===== config.mk =====
export PLATFORM = sky130hd
export DESIGN_NAME = steel_timer_responder
export DESIGN_NICKNAME = d
export VERILOG_FILES = /design/src/rtl/steel_timer_pkg.sv /design/src/rtl/steel_byte_merge.sv /design/src/rtl/steel_timer_responder.sv
export SDC_FILE = /design/constraint.sdc
export NUM_CORES = 1
export LEC_CHECK = 0
export ABC_AREA = 1
export CAP_MARGIN = 40
export CORE_ASPECT_RATIO = 0.9
export CORE_MARGIN = 8
export CORE_UTILIZATION = 60
export DETAILED_ROUTE_END_ITERATION = 8
export GPL_TIMING_DRIVEN = 0
export PLACE_DENSITY = 0.84
export RECOVER_POWER = 100
export SYNTH_ARGS = -nofsm -noshare
export SYNTH_HDL_FRONTEND = slang
export SYNTH_SLANG_ARGS = --single-unit

===== constraint.sdc =====
create_clock -name CLK -period 4.1 [get_ports CLK]
set_input_delay 0.82 -clock CLK [delete_from_list [all_inputs] [get_ports CLK]]
set_output_delay 0.82 -clock CLK [all_outputs]
set_load 0.02 [all_outputs]

===== src/rtl/steel_timer_pkg.sv =====
// Shared constants for the Steel memory-mapped machine timer:
// register word offsets, CTRL bit positions and the mtimecmp reset value.
package steel_timer_pkg;

  localparam logic [2:0] TMR_MTIME_LO    = 3'd0;
  localparam logic [2:0] TMR_MTIME_HI    = 3'd1;
  localparam logic [2:0] TMR_MTIMECMP_LO = 3'd2;
  localparam logic [2:0] TMR_MTIMECMP_HI = 3'd3;
  localparam logic [2:0] TMR_CTRL        = 3'd4;
  localparam logic [2:0] TMR_PRESCALE    = 3'd5;

  localparam int TMR_CTRL_EN = 0;
  localparam int TMR_CTRL_IE = 1;

  localparam logic [31:0] TMR_CTRL_IMPL_MASK = 32'h0000_0003;
  localparam logic [63:0] TMR_MTIMECMP_RST   = 64'hFFFF_FFFF_FFFF_FFFF;

endpackage


===== src/rtl/steel_byte_merge.sv =====
// Combinational byte-lane merge: each lane whose mask bit is set takes the
// new byte, every other lane keeps the old one.
module steel_byte_merge (
  input  logic [31:0] old_word,
  input  logic [31:0] new_word,
  input  logic [3:0]  mask,
  output logic [31:0] merged
);

  always_comb begin
    merged = old_word;
    for (int i = 0; i < 4; i++) begin
      if (mask[i]) merged[8*i +: 8] = new_word[8*i +: 8];
    end
  end

endmodule


===== src/rtl/steel_timer_responder.sv =====
// Machine timer responder on the Steel data bus: 64-bit mtime with prescaler,
// 64-bit mtimecmp, level timer interrupt and a tear-free MTIME_HI shadow.
module steel_timer_responder
  import steel_timer_pkg::*;
#(
  parameter logic [31:0] BASE_ADDR = 32'h8000_0000
) (
  input  logic        CLK,
  input  logic        RESET,
  input  logic [31:0] D_ADDR,
  input  logic [31:0] DATA_OUT,
  input  logic        WR_REQ,
  input  logic [3:0]  WR_MASK,
  output logic [31:0] DATA_IN,
  output logic        HIT,
  output logic [63:0] REAL_TIME,
  output logic        T_IRQ
);

  logic [63:0] mtime;
  logic [63:0] mtimecmp;
  logic [31:0] ctrl;
  logic [31:0] prescale;
  logic [31:0] pcnt;
  logic [31:0] shadow_hi;

  logic        hit;
  logic [2:0]  word;
  logic        wr;
  logic        wr_mtime_lo, wr_mtime_hi, wr_cmp_lo, wr_cmp_hi, wr_ctrl, wr_pre;
  logic        en, ie, tick;
  logic [31:0] rd_word;
  logic        unused_addr_bits;

  logic [31:0] m_mtime_lo, m_mtime_hi, m_cmp_lo, m_cmp_hi, m_ctrl, m_pre;

  assign hit  = (D_ADDR[31:5] == BASE_ADDR[31:5]);
  assign word = D_ADDR[4:2];
  assign wr   = WR_REQ && hit;
  assign unused_addr_bits = ^D_ADDR[1:0];

  assign wr_mtime_lo = wr && (word == TMR_MTIME_LO);
  assign wr_mtime_hi = wr && (word == TMR_MTIME_HI);
  assign wr_cmp_lo   = wr && (word == TMR_MTIMECMP_LO);
  assign wr_cmp_hi   = wr && (word == TMR_MTIMECMP_HI);
  assign wr_ctrl     = wr && (word == TMR_CTRL);
  assign wr_pre      = wr && (word == TMR_PRESCALE);

  assign en   = ctrl[TMR_CTRL_EN];
  assign ie   = ctrl[TMR_CTRL_IE];
  assign tick = en && (pcnt == prescale);

  assign REAL_TIME = mtime;

  steel_byte_merge u_merge_mtime_lo (.old_word(mtime[31:0]),     .new_word(DATA_OUT), .mask(WR_MASK), .merged(m_mtime_lo));
  steel_byte_merge u_merge_mtime_hi (.old_word(mtime[63:32]),    .new_word(DATA_OUT), .mask(WR_MASK), .merged(m_mtime_hi));
  steel_byte_merge u_merge_cmp_lo   (.old_word(mtimecmp[31:0]),  .new_word(DATA_OUT), .mask(WR_MASK), .merged(m_cmp_lo));
  steel_byte_merge u_merge_cmp_hi   (.old_word(mtimecmp[63:32]), .new_word(DATA_OUT), .mask(WR_MASK), .merged(m_cmp_hi));
  steel_byte_merge u_merge_ctrl     (.old_word(ctrl),            .new_word(DATA_OUT), .mask(WR_MASK), .merged(m_ctrl));
  steel_byte_merge u_merge_pre      (.old_word(prescale),        .new_word(DATA_OUT), .mask(WR_MASK), .merged(m_pre));

  // MTIME_HI reads come from the shadow so a LO-then-HI pair never tears.
  always_comb begin
    rd_word = 32'd0;
    case (word)
      TMR_MTIME_LO:    rd_word = mtime[31:0];
      TMR_MTIME_HI:    rd_word = shadow_hi;
      TMR_MTIMECMP_LO: rd_word = mtimecmp[31:0];
      TMR_MTIMECMP_HI: rd_word = mtimecmp[63:32];
      TMR_CTRL:        rd_word = ctrl;
      TMR_PRESCALE:    rd_word = prescale;
      default:         rd_word = 32'd0;
    endcase
  end

  always_ff @(posedge CLK) begin
    if (RESET) begin
      mtime     <= 64'd0;
      mtimecmp  <= TMR_MTIMECMP_RST;
      ctrl      <= 32'd0;
      prescale  <= 32'd0;
      pcnt      <= 32'd0;
      shadow_hi <= 32'd0;
      DATA_IN   <= 32'd0;
      HIT       <= 1'b0;
      T_IRQ     <= 1'b0;
    end else begin
      // A software write to either mtime half suppresses that cycle's increment.
      if (wr_mtime_lo)      mtime <= {mtime[63:32], m_mtime_lo};
      else if (wr_mtime_hi) mtime <= {m_mtime_hi, mtime[31:0]};
      else if (tick)        mtime <= mtime + 64'd1;

      if (wr_cmp_lo) mtimecmp[31:0]  <= m_cmp_lo;
      if (wr_cmp_hi) mtimecmp[63:32] <= m_cmp_hi;
      if (wr_ctrl)   ctrl <= m_ctrl & TMR_CTRL_IMPL_MASK;

      if (wr_pre) begin
        prescale <= m_pre;
        pcnt     <= 32'd0;
      end else if (en) begin
        pcnt <= tick ? 32'd0 : pcnt + 32'd1;
      end

      if (hit && !WR_REQ && (word == TMR_MTIME_LO)) shadow_hi <= mtime[63:32];

      DATA_IN <= hit ? rd_word : 32'd0;
      HIT     <= hit;
      T_IRQ   <= ie && (mtime >= mtimecmp);
    end
  end

endmodule


Word level (Yosys, flattened, before mapping)
Index checks and enable logic that the tools add are counted.
- flip-flop bits (word level): 260
- bits in latches: 0
- bits in writable memories: 0
- bits in read-only memories: 0
- output and inout port bits: 98
- memories kept: 0
- $add $sub $neg: 2
- multipliers: 0
- div/mod/pow operators: 0
- order comparisons: 1
- equality and inequality tests: 16
- shift operators: 0
- muxes and demuxes: 9
- bitwise operators: 2
- reduce and logical (&&, ||, !) cells: 38
- operator list (operator ; number):
    one-hot mux 32 bit (6 select lines) ; 1
    2-to-1 mux 64 bit ; 2
    adder 64 x 1 -> 64 bit, second input constant ; 1
    >= comparator 64 bit ; 1
    2-to-1 mux 32 bit ; 2
    adder 32 x 1 -> 32 bit, second input constant ; 1
    == test 32 bit ; 1
    2-to-1 mux 8 bit ; 4
    == test 27 bit, second input constant ; 1
    AND reduction 2 bit ; 13
    AND reduction 3 bit ; 8
    inequality test 2 bit, second input constant ; 9
    logical AND 1 bit ; 11
    == test 3 x 2 -> 1 bit, second input constant ; 2
    == test 3 bit, second input constant ; 2
    nonzero test 2 bit ; 2
    OR reduction 2 bit ; 2
    == test 3 x 1 -> 1 bit, second input constant ; 1
    zero test 3 bit ; 1
    inverter 1 bit ; 2
    zero test 1 bit ; 1

Depth between registers and ports, before layout
- word-level depth: 5
- depth in mapped cells: 16
- gate-level depth less buffers: 14

Modules after synthesis
A second synthesis with hierarchy kept.
- cells, all modules: 3036
- area, all modules: 18452.7 um2
- by module, submodules not included (module ; times used ; cells an instance ; area each (um2) ; sequential area each (um2)):
    steel_timer_responder ; 1 ; 2412 ; 15930.3 ; 5205.0
    steel_byte_merge ; 6 ; 104 ; 420.4 ; 0.0

Worst setup path after synthesis
Ideal clock, no wire load.
- path type: input to register
- start: input port D_ADDR[28]
- end: register mtime[49], in the netlist REAL_TIME[49]
- setup time: 0.070 ns
- data arrival time: 2.175 ns
- required time: 4.030 ns
- path slack: 1.854 ns
- stages: 13
- buffers on the path: 2
- cells stage by stage: nor2_1 > nand2_1 > nor2_1 > nand2_1 > nor2_4 > nand3_1 > buf_2 > clkinv_2 > buf_2 > nand2_1 > nand2_1 > nand3_1 > a21oi_1
- word-level cells in the longest chain between the ends: 5
- ends and longest elaborated chain (item ; RTL line ; RTL):
    start, declared ; steel_timer_responder.sv:10 ; input logic [31:0] D_ADDR,
    == test 27 bit (*) ; steel_timer_responder.sv:37 ; assign hit = (D_ADDR[31:5] == BASE_ADDR[31:5]);
    logical AND 1 bit (*) ; steel_timer_responder.sv:39 ; assign wr = WR_REQ && hit;
    logical AND 1 bit (on tied branches) ; steel_timer_responder.sv:43, steel_timer_responder.sv:42 ;
    inequality test 2 bit (no source line), or another cell as far along ; n/a ;
    AND reduction 3 bit (no source line) ; n/a ;
    end signal, assigned ; steel_timer_responder.sv:89 ; if (wr_mtime_lo) mtime <= {mtime[63:32], m_mtime_lo};
    end signal, assigned ; steel_timer_responder.sv:90 ; else if (wr_mtime_hi) mtime <= {m_mtime_hi, mtime[31:0]};
    end signal, assigned ; steel_timer_responder.sv:91 ; else if (tick) mtime <= mtime + 64'd1;
    end, declared ; steel_timer_responder.sv:20 ; logic [63:0] mtime;
Mark *: on every way between the ends. The rest lies on a longest branch, timed or not. The select of a mux whose other input is x is not followed.
A chain may end at the register's enable or synchronous reset.

Worst setup path after layout
- start: input port D_ADDR[3]
- end: register shadow_hi[29]
- word-level cells in the longest chain between the ends: 2
- ends and longest elaborated chain (item ; RTL line ; RTL):
    zero test 3 bit ; steel_timer_responder.sv:104 ; if (hit && !WR_REQ && (word == TMR_MTIME_LO)) shadow_hi <= mtime[63:32];
    logical AND 1 bit ; steel_timer_responder.sv:104 ;
    end signal, assigned ; steel_timer_responder.sv:104 ;
    end, declared ; steel_timer_responder.sv:25 ; logic [31:0] shadow_hi;
No other way between the ends.

==> flow_metrics.py <==
metrics = {
    "run_status": {
        "outcome": "complete, but fails checks",
        "violations": "design-rule violations",
    },
    "power": {
        "peakVddDrop_v": 0.0003211,
        "seq_power_share": 0.463,
        "combPwrFrac": 0.051,
        "internal-power_mw": 4.113,
        "p_sw_frac": 0.2466,
        "p_sw_mw": 1.346,
        "leakagePower_nw": 8.947,
        "power_per_cell_area_nw_per_um2": 290.6,
        "p_total_mw": 5.459,
        "clkPwrFrac": 0.486,
    },
    "setup_path": {
        "crit_path_max_fanout": 10,
        "cp-start-kind": "primary input",
        "cp-endpoint": "shadow_hi[29]",
        "worst_setup_path_end_kind": "flip-flop",
        "rrSetupSlack_ps": 1120,
        "r2r_end": "pcnt[6]",
        "r2r_start": "ctrl[0]",
        "arrival_ps": 4180,
        "rr_worst_depth": 12,
        "required_ps": 4620,
        "setup.worst_path.class": "in -> reg",
        "crit_start": "D_ADDR[3]",
    },
    "global_route": {
        "grt_max_degree": 16,
        "grt_first_pass_wirelength_um": 102000,
        "grt.total_usage": 0.4137,
        "grt.overflow.total": 0,
        "antenna_found_initial": 0,
        "grt_pass1_vias": 17568,
    },
    "sta": {
        "final.setup.tns_ps": 0,
        "fin_worst_skew_ps": 25.21,
        "finalSetupViolCount": 0,
        "whs_ps": 488.0,
        "hold_viol_final": 0,
        "max_freq_mhz": 273.1,
        "fin_crit_sh": 0.8933,
        "worst_pin_slew_ps": 1301,
        "post-route-min-period_ps": 3662,
        "slew_headroom": 0.1255,
        "slew_violations": 0,
        "rsz0062_at_grt": "false",
    },
    "cells_and_area": {
        "multiInputGateArea_um2": 9161,
        "utilization": 0.7228,
        "synthToLayoutAreaGrowth_pct": 18.78,
        "num-fill-cells": 2224,
        "diodes": 0,
        "drive_gt1_frac": 0.03093,
        "finalInstanceArea_um2": 18790,
        "regArea_um2": 5205,
        "nNetsFinal": 2864,
    },
    "synth": {
        "ys_types": 41,
        "synth.avg_cell_area_um2": 6.245,
        "yosysWarningCount": 0,
        "synthTopCellsByArea": "dfxtp_1, nand2_1, nor2_1",
        "ys_seq_area_frac": 0.3291,
        "synth_nets": 2670,
        "synth_area_um2": 15820,
        "syn_inst": 2533,
        "synth-seq-cells": 260,
        "yosysTopAreaCellShare": 0.3291,
        "yosys.area.top_type": "dfxtp_1",
    },
    "clock_tree": {
        "cts_tree": "done",
        "cts.sinks": 260,
        "cts-buffers-inserted": 28,
        "post-cts-setup-buffer-count": 0,
        "clockBufferDepth": 3,
        "htreeDepth": 1,
        "worstSkewPairLatency_ps": 600,
        "holdBufCountCts": 0,
        "path_clk_slew_ps": 60,
        "cts_root_buf": "clkbuf_16",
        "post_cts_resize_count": 0,
    },
    "die": {
        "core_um2": 25990,
        "die_x_um": 187.2,
        "pin_count": 169,
        "initial_utilization": 0.6085,
        "die_h_um": 170.0,
        "dieArea_um2": 31820,
        "rows": 56,
    },
    "drt": {
        "detail-route-antenna-nets": 0,
        "totalWireLength_um": 68950,
        "routedWlPerCell_um": 22.27,
        "vias": 18988,
        "drc": 1,
        "first_pass_iters": 9,
        "vias_per_cell": 6.133,
        "drtIter0Drc": 3366,
    },
    "min_path": {
        "hold_class": "reg -> reg",
        "hold_path_depth": 2,
    },
    "placement": {
        "numPortBuffers": 164,
        "placed_area_um2": 17890,
        "gp_congestion": 1.127,
        "dp_hpwl_um": 55490,
    },
    "run": {
        "maxCapViolations": 0,
    },
}
-- power by group through the flow --
stage          registers, mW  clock network, mW  logic (mW)
2_1_floorplan           2.58                  0       0.100
6_report                2.53               2.65       0.280
3_3_place_gp            2.58                  0       0.257
3_5_place_dp            2.58                  0       0.262
4_1_cts                 2.53               2.62       0.263
5_1_grt                 2.52               2.72       0.284
-- placed cells by master (no fill, tap or decap), types with 3 or more instances in the layout --
cell type | netlist | layout
nand2_1 | 735 | 738
nor2_1 | 409 | 411
inv_1 | 253 | 263
dfxtp_1 | 260 | 260
a21oi_1 | 208 | 208
o21ai_0 | 99 | 119
dlygate4sd3_1 | 0 | 101
nand3_1 | 98 | 98
clkbuf_1 | 49 | 72
ha_1 | 66 | 66
clkdlybuf4s50_1 | 0 | 63
nand4_1 | 38 | 38
a211oi_1 | 36 | 36
xor2_1 | 31 | 31
clkbuf_16 | 0 | 28
inv_2 | 34 | 24
nor3_1 | 21 | 21
o22ai_1 | 21 | 21
a221oi_1 | 20 | 20
o211ai_1 | 20 | 20
a22oi_1 | 14 | 14
o21ai_1 | 33 | 13
xnor2_1 | 12 | 12
a31oi_1 | 12 | 12
buf_2 | 22 | 8
clkinv_2 | 1 | 8
buf_1 | 8 | 6
nor3b_1 | 5 | 5
o221ai_1 | 5 | 5
nor2_2 | 4 | 3
bufinv_16 | 0 | 3
-- cells in the mapped netlist, drive strengths merged --
master / n
nor4: 3
nand3: 98
a31oi: 12
a21oi: 208
nand4: 38
clkbuf: 49
o21ai: 132
o21a: 2
a22oi: 14
buf: 32
or2: 1
nor2: 414
dfxtp: 260
o221ai: 5
inv: 287
clkinv: 2
xnor2: 12
nor3: 22
nor3b: 5
nand2: 738
o22ai: 21
xor2: 31
and2: 2
a221oi: 20
ha: 66
o211ai: 21
nand3b: 1
a211oi: 36
o32ai: 1
-- flip-flops by register name, summed over array words and instances (netlist names) --
name / flops
REAL_TIME: 64
mtimecmp: 64
DATA_IN: 32
pcnt: 32
prescale: 32
shadow_hi: 32
ctrl: 2
HIT: 1
T_IRQ: 1
-- layer usage --
layer,routed length [µm],vias to the layer above,GRT usage,part of all wire
met1,24670,8524,0.4931,0.36
met2,29480,1480,0.6503,0.43
met4,4830,0,0.2525,0.070
li1,-,8651,-,-
met5,0,-,0,0
met3,9967,333,0.1285,0.14
-- worst min path at each step --
stage / startpoint / end / slack (ps)
2_1_floorplan: ctrl[1] / T_IRQ / 420
3_3_place_gp: mtimecmp[39] / mtimecmp[39] / 460
3_5_place_dp: mtimecmp[7] / mtimecmp[7] / 470
4_1_cts: shadow_hi[0] / DATA_IN[0] / 480
5_1_grt: shadow_hi[0] / DATA_IN[0] / 490
6_report: mtimecmp[38] / mtimecmp[38] / 490
-- cell families after synthesis --
kind of cell    count (synthesis)  share of synthesized area
compound gates                472                     0.1700
xor+xnor                       43                    0.02381
fa+ha+maj                      66                    0.05221
buf+inv                       370                    0.09010
flops                         260                     0.3291
simple gates                 1322                     0.3348
-- final cells by class --
| class | instances | area share |
|---|---|---|
| Buffer | 81 | 0.01712 |
| Clock buffer | 37 | 0.04016 |
| Clock inverter | 14 | 0.009723 |
| Inverter | 289 | 0.05780 |
| Multi-Input combinational cell | 1903 | 0.4876 |
| Sequential cell | 260 | 0.2770 |
| Tap cell | 348 | 0.02318 |
| Timing Repair Buffer | 164 | 0.08737 |
-- critical path, stage by stage --
cell and delay (ps):
dlygate4sd3_1 630, nor2_1 230, nand2_1 410, nor4_2 1190, clkbuf_1 510, o21ai_0 200
a21oi_1 180
-- stage by stage --
step	setup WS, ps	std cells
5_1_grt	418.6	3096
6_report	437.7	3096
2_1_floorplan	1854	2533
3_3_place_gp	547.3	3045
4_1_cts	1084	3096
3_5_place_dp	511.9	3045
(Power assumes the default switching activity.)
